`config.mk`:
```
export PLATFORM = sky130hd
export DESIGN_NAME = i2c_cmd_sequencer
export DESIGN_NICKNAME = d
export VERILOG_FILES = /design/src/rtl/i2c_cmd_sequencer_pkg.sv /design/src/rtl/i2c_cmd_sequencer_sync_fifo.sv /design/src/rtl/i2c_cmd_sequencer.sv
export SDC_FILE = /design/constraint.sdc
export NUM_CORES = 1
export LEC_CHECK = 0
export ABC_CLOCK_PERIOD_IN_PS = 3400
export CELL_PAD_IN_SITES_DETAIL_PLACEMENT = 1
export CELL_PAD_IN_SITES_GLOBAL_PLACEMENT = 1
export CORE_MARGIN = 4
export CORE_UTILIZATION = 35
export DETAILED_ROUTE_END_ITERATION = 8
export PLACE_DENSITY = 0.69
export SLEW_MARGIN = 20
export SYNTH_ARGS = -nofsm -noshare
export SYNTH_HDL_FRONTEND = slang
export SYNTH_SLANG_ARGS = --single-unit
```
`constraint.sdc`:
```
create_clock -name clk -period 3.4 [get_ports clk]
set_clock_uncertainty 0.05 [all_clocks]
set_input_delay 0.34 -clock clk [delete_from_list [all_inputs] [get_ports clk]]
set_output_delay 0.34 -clock clk [all_outputs]
set_load 0.02 [all_outputs]
```
`src/rtl/i2c_cmd_sequencer_pkg.sv`:
```
// Shared types for the I2C command sequencer: command header layout, response
// status codes and FSM state encoding.
package i2c_cmd_sequencer_pkg;

  localparam logic OP_WRITE = 1'b0;
  localparam logic OP_READ  = 1'b1;

  typedef struct packed {
    logic        op;
    logic        data_len;
    logic        send_reg;
    logic        reg_len;
    logic [6:0]  periph;
    logic [15:0] reg_addr;
  } i2c_cmd_t;

  typedef enum logic [1:0] {
    STATUS_OK      = 2'd0,
    STATUS_NACK    = 2'd1,
    STATUS_TIMEOUT = 2'd2
  } i2c_status_t;

  typedef enum logic [2:0] {
    S_IDLE,
    S_LOAD,
    S_ISSUE,
    S_WAIT,
    S_RECOVER,
    S_RESP
  } seq_state_t;

  // One down-counter serves both the phase timeout and the recovery pulse.
  function automatic int unsigned cnt_width(input int unsigned a, input int unsigned b);
    return $clog2(((a > b) ? a : b) + 1);
  endfunction

endpackage

```
`src/rtl/i2c_cmd_sequencer_sync_fifo.sv`:
```
// Command FIFO with registered read data; a pop presents its entry on rd_data
// the following cycle. Push while full is accepted only together with a pop.
module sync_fifo #(
  parameter int WIDTH = 8,
  parameter int DEPTH = 4
) (
  input  logic             clk,
  input  logic             rst_n,
  input  logic             push,
  input  logic [WIDTH-1:0] wr_data,
  input  logic             pop,
  output logic [WIDTH-1:0] rd_data,
  output logic             full,
  output logic             empty
);

  localparam int AW = $clog2(DEPTH);

  logic [WIDTH-1:0] mem [DEPTH];
  logic [AW-1:0]    wr_ptr;
  logic [AW-1:0]    rd_ptr;
  logic [AW:0]      count;
  logic             push_ok;
  logic             pop_ok;

  assign full    = count[AW];
  assign empty   = (count == '0);
  assign pop_ok  = pop && !empty;
  assign push_ok = push && (!full || pop_ok);

  always_ff @(posedge clk) begin
    if (push_ok) mem[wr_ptr] <= wr_data;
  end

  always_ff @(posedge clk or negedge rst_n) begin
    if (!rst_n) begin
      wr_ptr  <= '0;
      rd_ptr  <= '0;
      count   <= '0;
      rd_data <= '0;
    end else begin
      if (push_ok) wr_ptr <= wr_ptr + 1'b1;
      if (pop_ok) begin
        rd_ptr  <= rd_ptr + 1'b1;
        rd_data <= mem[rd_ptr];
      end
      case ({push_ok, pop_ok})
        2'b10:   count <= count + 1'b1;
        2'b01:   count <= count - 1'b1;
        default: count <= count;
      endcase
    end
  end

endmodule

```
`src/rtl/i2c_cmd_sequencer.sv`:
```
// Queues host I2C commands and hands them one at a time to the slow-clock
// controller, returning status/read data and resetting the controller on NACK or hang.
//
// state   | meaning
// IDLE    | waiting for a queued command and no pending response
// LOAD    | FIFO read data valid; latch header/payload toward the controller
// ISSUE   | hold i2c_start until synchronised BUSY is seen or the phase times out
// WAIT    | controller busy; watch for NACK, BUSY fall or timeout
// RECOVER | hold controller reset low for RECOVER_CYCLES
// RESP    | present response until rsp_ready
module i2c_cmd_sequencer
  import i2c_cmd_sequencer_pkg::*;
#(
  parameter int NUM_BYTES      = 1,
  parameter int CMD_DEPTH      = 4,
  parameter int TIMEOUT_CYCLES = 1048576,
  parameter int RECOVER_CYCLES = 1024
) (
  input  logic                   clk,
  input  logic                   rst_n,
  input  logic                   cmd_valid,
  output logic                   cmd_ready,
  input  i2c_cmd_t               cmd_hdr,
  input  logic [8*NUM_BYTES-1:0] cmd_wdata,
  output logic                   rsp_valid,
  input  logic                   rsp_ready,
  output i2c_status_t            rsp_status,
  output logic [8*NUM_BYTES-1:0] rsp_rdata,
  output logic                   seq_busy,
  output logic                   i2c_start,
  output i2c_cmd_t               i2c_hdr,
  output logic [8*NUM_BYTES-1:0] i2c_wdata,
  input  logic                   i2c_busy,
  input  logic                   i2c_nack,
  input  logic [8*NUM_BYTES-1:0] i2c_rdata,
  output logic                   i2c_rst_n
);

  localparam int DW = 8 * NUM_BYTES;
  localparam int FW = $bits(i2c_cmd_t) + DW;
  localparam int TW = cnt_width(TIMEOUT_CYCLES, RECOVER_CYCLES);
  localparam logic [TW-1:0] TMO_LOAD = TW'(TIMEOUT_CYCLES - 1);
  localparam logic [TW-1:0] REC_LOAD = TW'(RECOVER_CYCLES - 1);

  seq_state_t    state;
  logic [TW-1:0] tmr;
  logic [1:0]    busy_sync;
  logic [1:0]    nack_sync;
  logic          busy_s;
  logic          nack_s;
  logic          fifo_full;
  logic          fifo_empty;
  logic          pop;
  logic [FW-1:0] fifo_rd;
  i2c_cmd_t      fifo_hdr;
  logic [DW-1:0] fifo_wdata;

  assign busy_s    = busy_sync[1];
  assign nack_s    = nack_sync[1];
  assign cmd_ready = !fifo_full;
  assign pop       = (state == S_IDLE) && !fifo_empty && !rsp_valid;
  assign seq_busy  = !fifo_empty || (state != S_IDLE);
  assign {fifo_hdr, fifo_wdata} = fifo_rd;

  sync_fifo #(.WIDTH(FW), .DEPTH(CMD_DEPTH)) u_cmd_fifo (
    .clk     (clk),
    .rst_n   (rst_n),
    .push    (cmd_valid && cmd_ready),
    .wr_data ({cmd_hdr, cmd_wdata}),
    .pop     (pop),
    .rd_data (fifo_rd),
    .full    (fifo_full),
    .empty   (fifo_empty)
  );

  always_ff @(posedge clk or negedge rst_n) begin
    if (!rst_n) begin
      busy_sync <= '0;
      nack_sync <= '0;
    end else begin
      busy_sync <= {busy_sync[0], i2c_busy};
      nack_sync <= {nack_sync[0], i2c_nack};
    end
  end

  always_ff @(posedge clk or negedge rst_n) begin
    if (!rst_n) begin
      state      <= S_IDLE;
      tmr        <= '0;
      i2c_start  <= 1'b0;
      i2c_hdr    <= '0;
      i2c_wdata  <= '0;
      i2c_rst_n  <= 1'b0;
      rsp_valid  <= 1'b0;
      rsp_status <= STATUS_OK;
      rsp_rdata  <= '0;
    end else begin
      i2c_rst_n <= 1'b1;
      if (tmr != '0) tmr <= tmr - 1'b1;
      case (state)
        S_IDLE: begin
          if (pop) state <= S_LOAD;
        end
        S_LOAD: begin
          i2c_hdr   <= fifo_hdr;
          i2c_wdata <= fifo_wdata;
          tmr       <= TMO_LOAD;
          state     <= S_ISSUE;
        end
        // start rises one cycle after the fields so the controller sees them settled
        S_ISSUE: begin
          if (busy_s) begin
            i2c_start <= 1'b0;
            tmr       <= TMO_LOAD;
            state     <= S_WAIT;
          end else if (tmr == '0) begin
            i2c_start  <= 1'b0;
            i2c_rst_n  <= 1'b0;
            rsp_status <= STATUS_TIMEOUT;
            rsp_rdata  <= '0;
            tmr        <= REC_LOAD;
            state      <= S_RECOVER;
          end else begin
            i2c_start <= 1'b1;
          end
        end
        S_WAIT: begin
          if (nack_s) begin
            i2c_rst_n  <= 1'b0;
            rsp_status <= STATUS_NACK;
            rsp_rdata  <= '0;
            tmr        <= REC_LOAD;
            state      <= S_RECOVER;
          end else if (!busy_s) begin
            rsp_rdata  <= (i2c_hdr.op == OP_READ) ? i2c_rdata : '0;
            rsp_status <= STATUS_OK;
            rsp_valid  <= 1'b1;
            state      <= S_RESP;
          end else if (tmr == '0) begin
            i2c_rst_n  <= 1'b0;
            rsp_status <= STATUS_TIMEOUT;
            rsp_rdata  <= '0;
            tmr        <= REC_LOAD;
            state      <= S_RECOVER;
          end
        end
        S_RECOVER: begin
          if (tmr == '0) begin
            rsp_valid <= 1'b1;
            state     <= S_RESP;
          end else begin
            i2c_rst_n <= 1'b0;
          end
        end
        S_RESP: begin
          if (rsp_ready) begin
            rsp_valid <= 1'b0;
            state     <= S_IDLE;
          end
        end
        default: state <= S_IDLE;
      endcase
    end
  end

endmodule

```
==> flow_summary.ini <==
[run_status]
outcome = completed

[logic_synthesis]
synth.distinct_cells = 59
netlist_area_mm2 = 0.0101
synthMostInstantiatedCell = sky130_fd_sc_hd__edfxtp_1
number_of_enable_type_register_cells_in_the_synthesized_netlist = 140
async_set_or_reset_register_ratio_after_synthesis_pct = 45.7
ys_dominant_reg_cell = sky130_fd_sc_hd__edfxtp_1
ys_top_cells_by_area = sky130_fd_sc_hd__edfxtp_1, sky130_fd_sc_hd__dfrtp_1, sky130_fd_sc_hd__mux2_2, sky130_fd_sc_hd__mux4_2, sky130_fd_sc_hd__ha_1
synth_top_area_share_pct = 41.4
synth.largest_area_cell = sky130_fd_sc_hd__edfxtp_1
syn_area_per_cell_um2 = 17.5
yosys-top-cells-count = sky130_fd_sc_hd__edfxtp_1, sky130_fd_sc_hd__dfrtp_1, sky130_fd_sc_hd__mux2_2, sky130_fd_sc_hd__mux4_2, sky130_fd_sc_hd__nand2_1
ys_seq_elements = 258
synth.yosys.seq_area_share_pct = 70.6
gate_count_after_technology_mapping = 579
syn_nets = 636
yosysWarnings = 0

[setup_path]
cp-start-kind = flop
worst_ep_required_time_ns = 3.01
worst-setup-path-type = flop to primary output
r2r_setup_slack_ns = 0.90
critical_path_peak_fanout = 15
setup.worst_path.end_class = primary output
critPathArrivalTime_ns = 2.18

[power]
power.switching_fraction_pct = 31.3
comb_power_share_pct = 30.7
power.sequential.fraction_pct = 43.3
power.ir.vdd_worst_v = 0.000439
power_leakage_nw = 4.50
internal-power_mw = 7.77
power.net_switching_mw = 3.54
clkPwrFrac_pct = 26.0
powerDensity_mw_per_mm2 = 902

[sta]
relSlewSlack_pct = 38.7
timing.fmax_mhz = 389
timing_worst_slew_pin_value_ns = 0.919
timing.final.crit_share_pct = 75.6
hold_viol_final = 0
final_setup_violating_endpoints = 0
finalMaxSlewViolations = 0
unrepaired_setup_endpoints_after_global_routing = no
period_minus_slack_ns = 2.57
final_sum_of_negative_setup_slack_ns = 0

[floorplanning]
io-pin-count = 99
design.die.area_mm2 = 0.0318
num_rows = 62
floorplan.die.width_um = 178
die_y_um = 178
initial_core_utilization_pct = 35.4
core-area_mm2 = 0.0286

[route]
post_drt_wl_per_cell_um = 20.2
dr.first_iter.drc_count = 270
drtPass1Iterations = 4
antenna_violating_nets_post_route = 0
route.detailed.drc = 0
detailroute.via_count = 5506
detail_route.vias_per_cell = 5.00
drt-total-wl_um = 22300

[place]
placed_standard_cell_area_mm2 = 0.0116
buffer_ports.inserted = 98
placed_wire_length_estimate_after_detailed_placement_um = 15000
gpl_wtd_cong = 0.754

[grt]
grt_pass1_wl_um = 35500
number_of_global_route_vias_before_repair = 6184
grt_use_total_pct = 14.1
grt_antenna_before_repair = 1
globalRouteOverflowTotal = 0
grt_max_degree = 92

[clock_network]
path_clk_slew_ns = 0.06
tritoncts = yes
clkLatencyLatePin_ns = 0.56
cts_max_path_buffers = 3
cts_inserted_buffers = 28
cts.sinks = 258
root_buffer = sky130_fd_sc_hd__clkbuf_16
cts.htree.levels = 1
post-cts-setup-buffers = 0

[finish]
areaGrowthSynthToFinish_pct = 23.7
antenna_cells_inserted = 0
finish.net_count = 753
final_design_area_no_fill_mm2 = 0.0125
drive_gt1_share_pct = 25.2

[hold_path]
hold_path_class = primary input to flop

[job]
max_cap_viol_count = 0
## logic make-up (layout without fill, tap and decap cells)
group,Yosys count,count (layout),share of synthesized area (%)
DFF,258,258,70.6
muxes,106,106,15.6
and+or+nand+nor,90,90,5.50
AOI/OAI and AO/OA,63,63,4.39
buffers and inverters,40,179,1.64
xor gates and xnor gates,14,14,1.21
adders and majority gates,8,8,1.06
## stage by stage
stage | total power [mW] | worst slack [ns] | instances | hold WS [ns] | utilization (%)
floorplan | 7.06 | 0.881 | 579 | -0.00559 | -
global placement | 8.31 | 0.868 | 1049 | 0.298 | 40.6
detailed placement | 8.50 | 0.786 | 1049 | 0.292 | 40.6
CTS | 11.5 | 0.815 | 1102 | 0.193 | 43.8
global route | 12.0 | 0.719 | 1102 | 0.195 | 43.8
finish | 11.3 | 0.831 | 1102 | 0.207 | 43.8
## layer usage
layer / routed length [um] / global-route usage [%]
met5: 8 / 0
met4: 361 / 2.91
met3: 905 / 2.73
met2: 11400 / 24.9
met1: 9530 / 18.4
## cells in the final DEF, fill, tap and decap left out, types with 3 or more instances in the layout
cell	count
sky130_fd_sc_hd__inv_1	14
sky130_fd_sc_hd__clkinvlp_4	3
sky130_fd_sc_hd__a31oi_1	6
sky130_fd_sc_hd__nand3_1	7
sky130_fd_sc_hd__mux4_2	35
sky130_fd_sc_hd__nor3_1	6
sky130_fd_sc_hd__edfxtp_1	140
sky130_fd_sc_hd__nand2_1	22
sky130_fd_sc_hd__nor4_4	3
sky130_fd_sc_hd__clkbuf_16	28
sky130_fd_sc_hd__o31ai_1	4
sky130_fd_sc_hd__nor2_1	8
sky130_fd_sc_hd__and2_1	3
sky130_fd_sc_hd__and2_2	5
sky130_fd_sc_hd__o21ai_0	9
sky130_fd_sc_hd__a21oi_1	12
sky130_fd_sc_hd__or4_1	5
sky130_fd_sc_hd__nand4_1	4
sky130_fd_sc_hd__dfrtp_1	116
sky130_fd_sc_hd__a22o_1	9
sky130_fd_sc_hd__mux2_2	70
sky130_fd_sc_hd__buf_4	13
sky130_fd_sc_hd__o211ai_1	3
sky130_fd_sc_hd__xor2_1	10
sky130_fd_sc_hd__clkbuf_1	3
sky130_fd_sc_hd__xnor2_1	4
sky130_fd_sc_hd__nand2b_1	7
sky130_fd_sc_hd__clkinv_1	9
sky130_fd_sc_hd__o21ai_1	3
sky130_fd_sc_hd__nor2b_1	4
sky130_fd_sc_hd__ha_1	7
sky130_fd_sc_hd__clkdlybuf4s50_1	97
## flip-flops by register name, indices dropped and copies added (netlist names)
register	flops
state	3
i2c_wdata	8
busy_sync	2
i2c_hdr	27
nack_sync	2
i2c_start	1
u_cmd_fifo.mem	140
rsp_rdata	8
i2c_rst_n	1
u_cmd_fifo.rd_data	35
rsp_valid	1
tmr	21
u_cmd_fifo.rd_ptr	2
u_cmd_fifo.wr_ptr	2
rsp_status	2
u_cmd_fifo.count	3
## layout make-up
class                   instances  area [um^2]
multi-input cells             281         2830
inverters                      14         52.6
well taps                     384          480
clock inverters                19          174
repair buffers                113         1110
fillers                      2762        16100
flip-flops and latches        258         7160
clock buffers                  33          739
## power by group through the flow
| stage | clock network [mW] | registers [mW] | logic (mW) |
|---|---|---|---|
| 6_report | 2.94 | 4.90 | 3.48 |
| 5_1_grt | 3.16 | 5.03 | 3.76 |
| 4_1_cts | 3.01 | 4.93 | 3.56 |
| 3_5_place_dp | 0 | 4.98 | 3.52 |
| 3_3_place_gp | 0 | 4.91 | 3.40 |
| 2_1_floorplan | 0 | 4.95 | 2.11 |
## path summary, 6_finish.rpt
check	from	to	depth (start not counted)
setup / recovery	state[0]	seq_busy	3
hold / removal	i2c_nack	nack_sync[0]	1
setup reg to reg	tmr[16]	rsp_rdata[5]	5
hold reg to reg	busy_sync[0]	busy_sync[1]	0
max in group asynchronous	rst_n	i2c_wdata[2]	3
min in group asynchronous	rst_n	state[1]	2
## critical path, stage by stage (launching register included)
cell and delay [ns]:
sky130_fd_sc_hd__dfrtp_1 0.63, sky130_fd_sc_hd__inv_1 0.27, sky130_fd_sc_hd__nand3_1 0.13, sky130_fd_sc_hd__clkdlybuf4s50_1 0.62
## timing repair
action / 4_1_cts / 5_1_grt
endpoints found under the hold margin: 89 / 0
resized for setup: 0 / 0
hold buffers: 1 / 0
endpoints found under the setup margin: 0 / 0
Note: power is estimated with default switching activity, not from simulation.
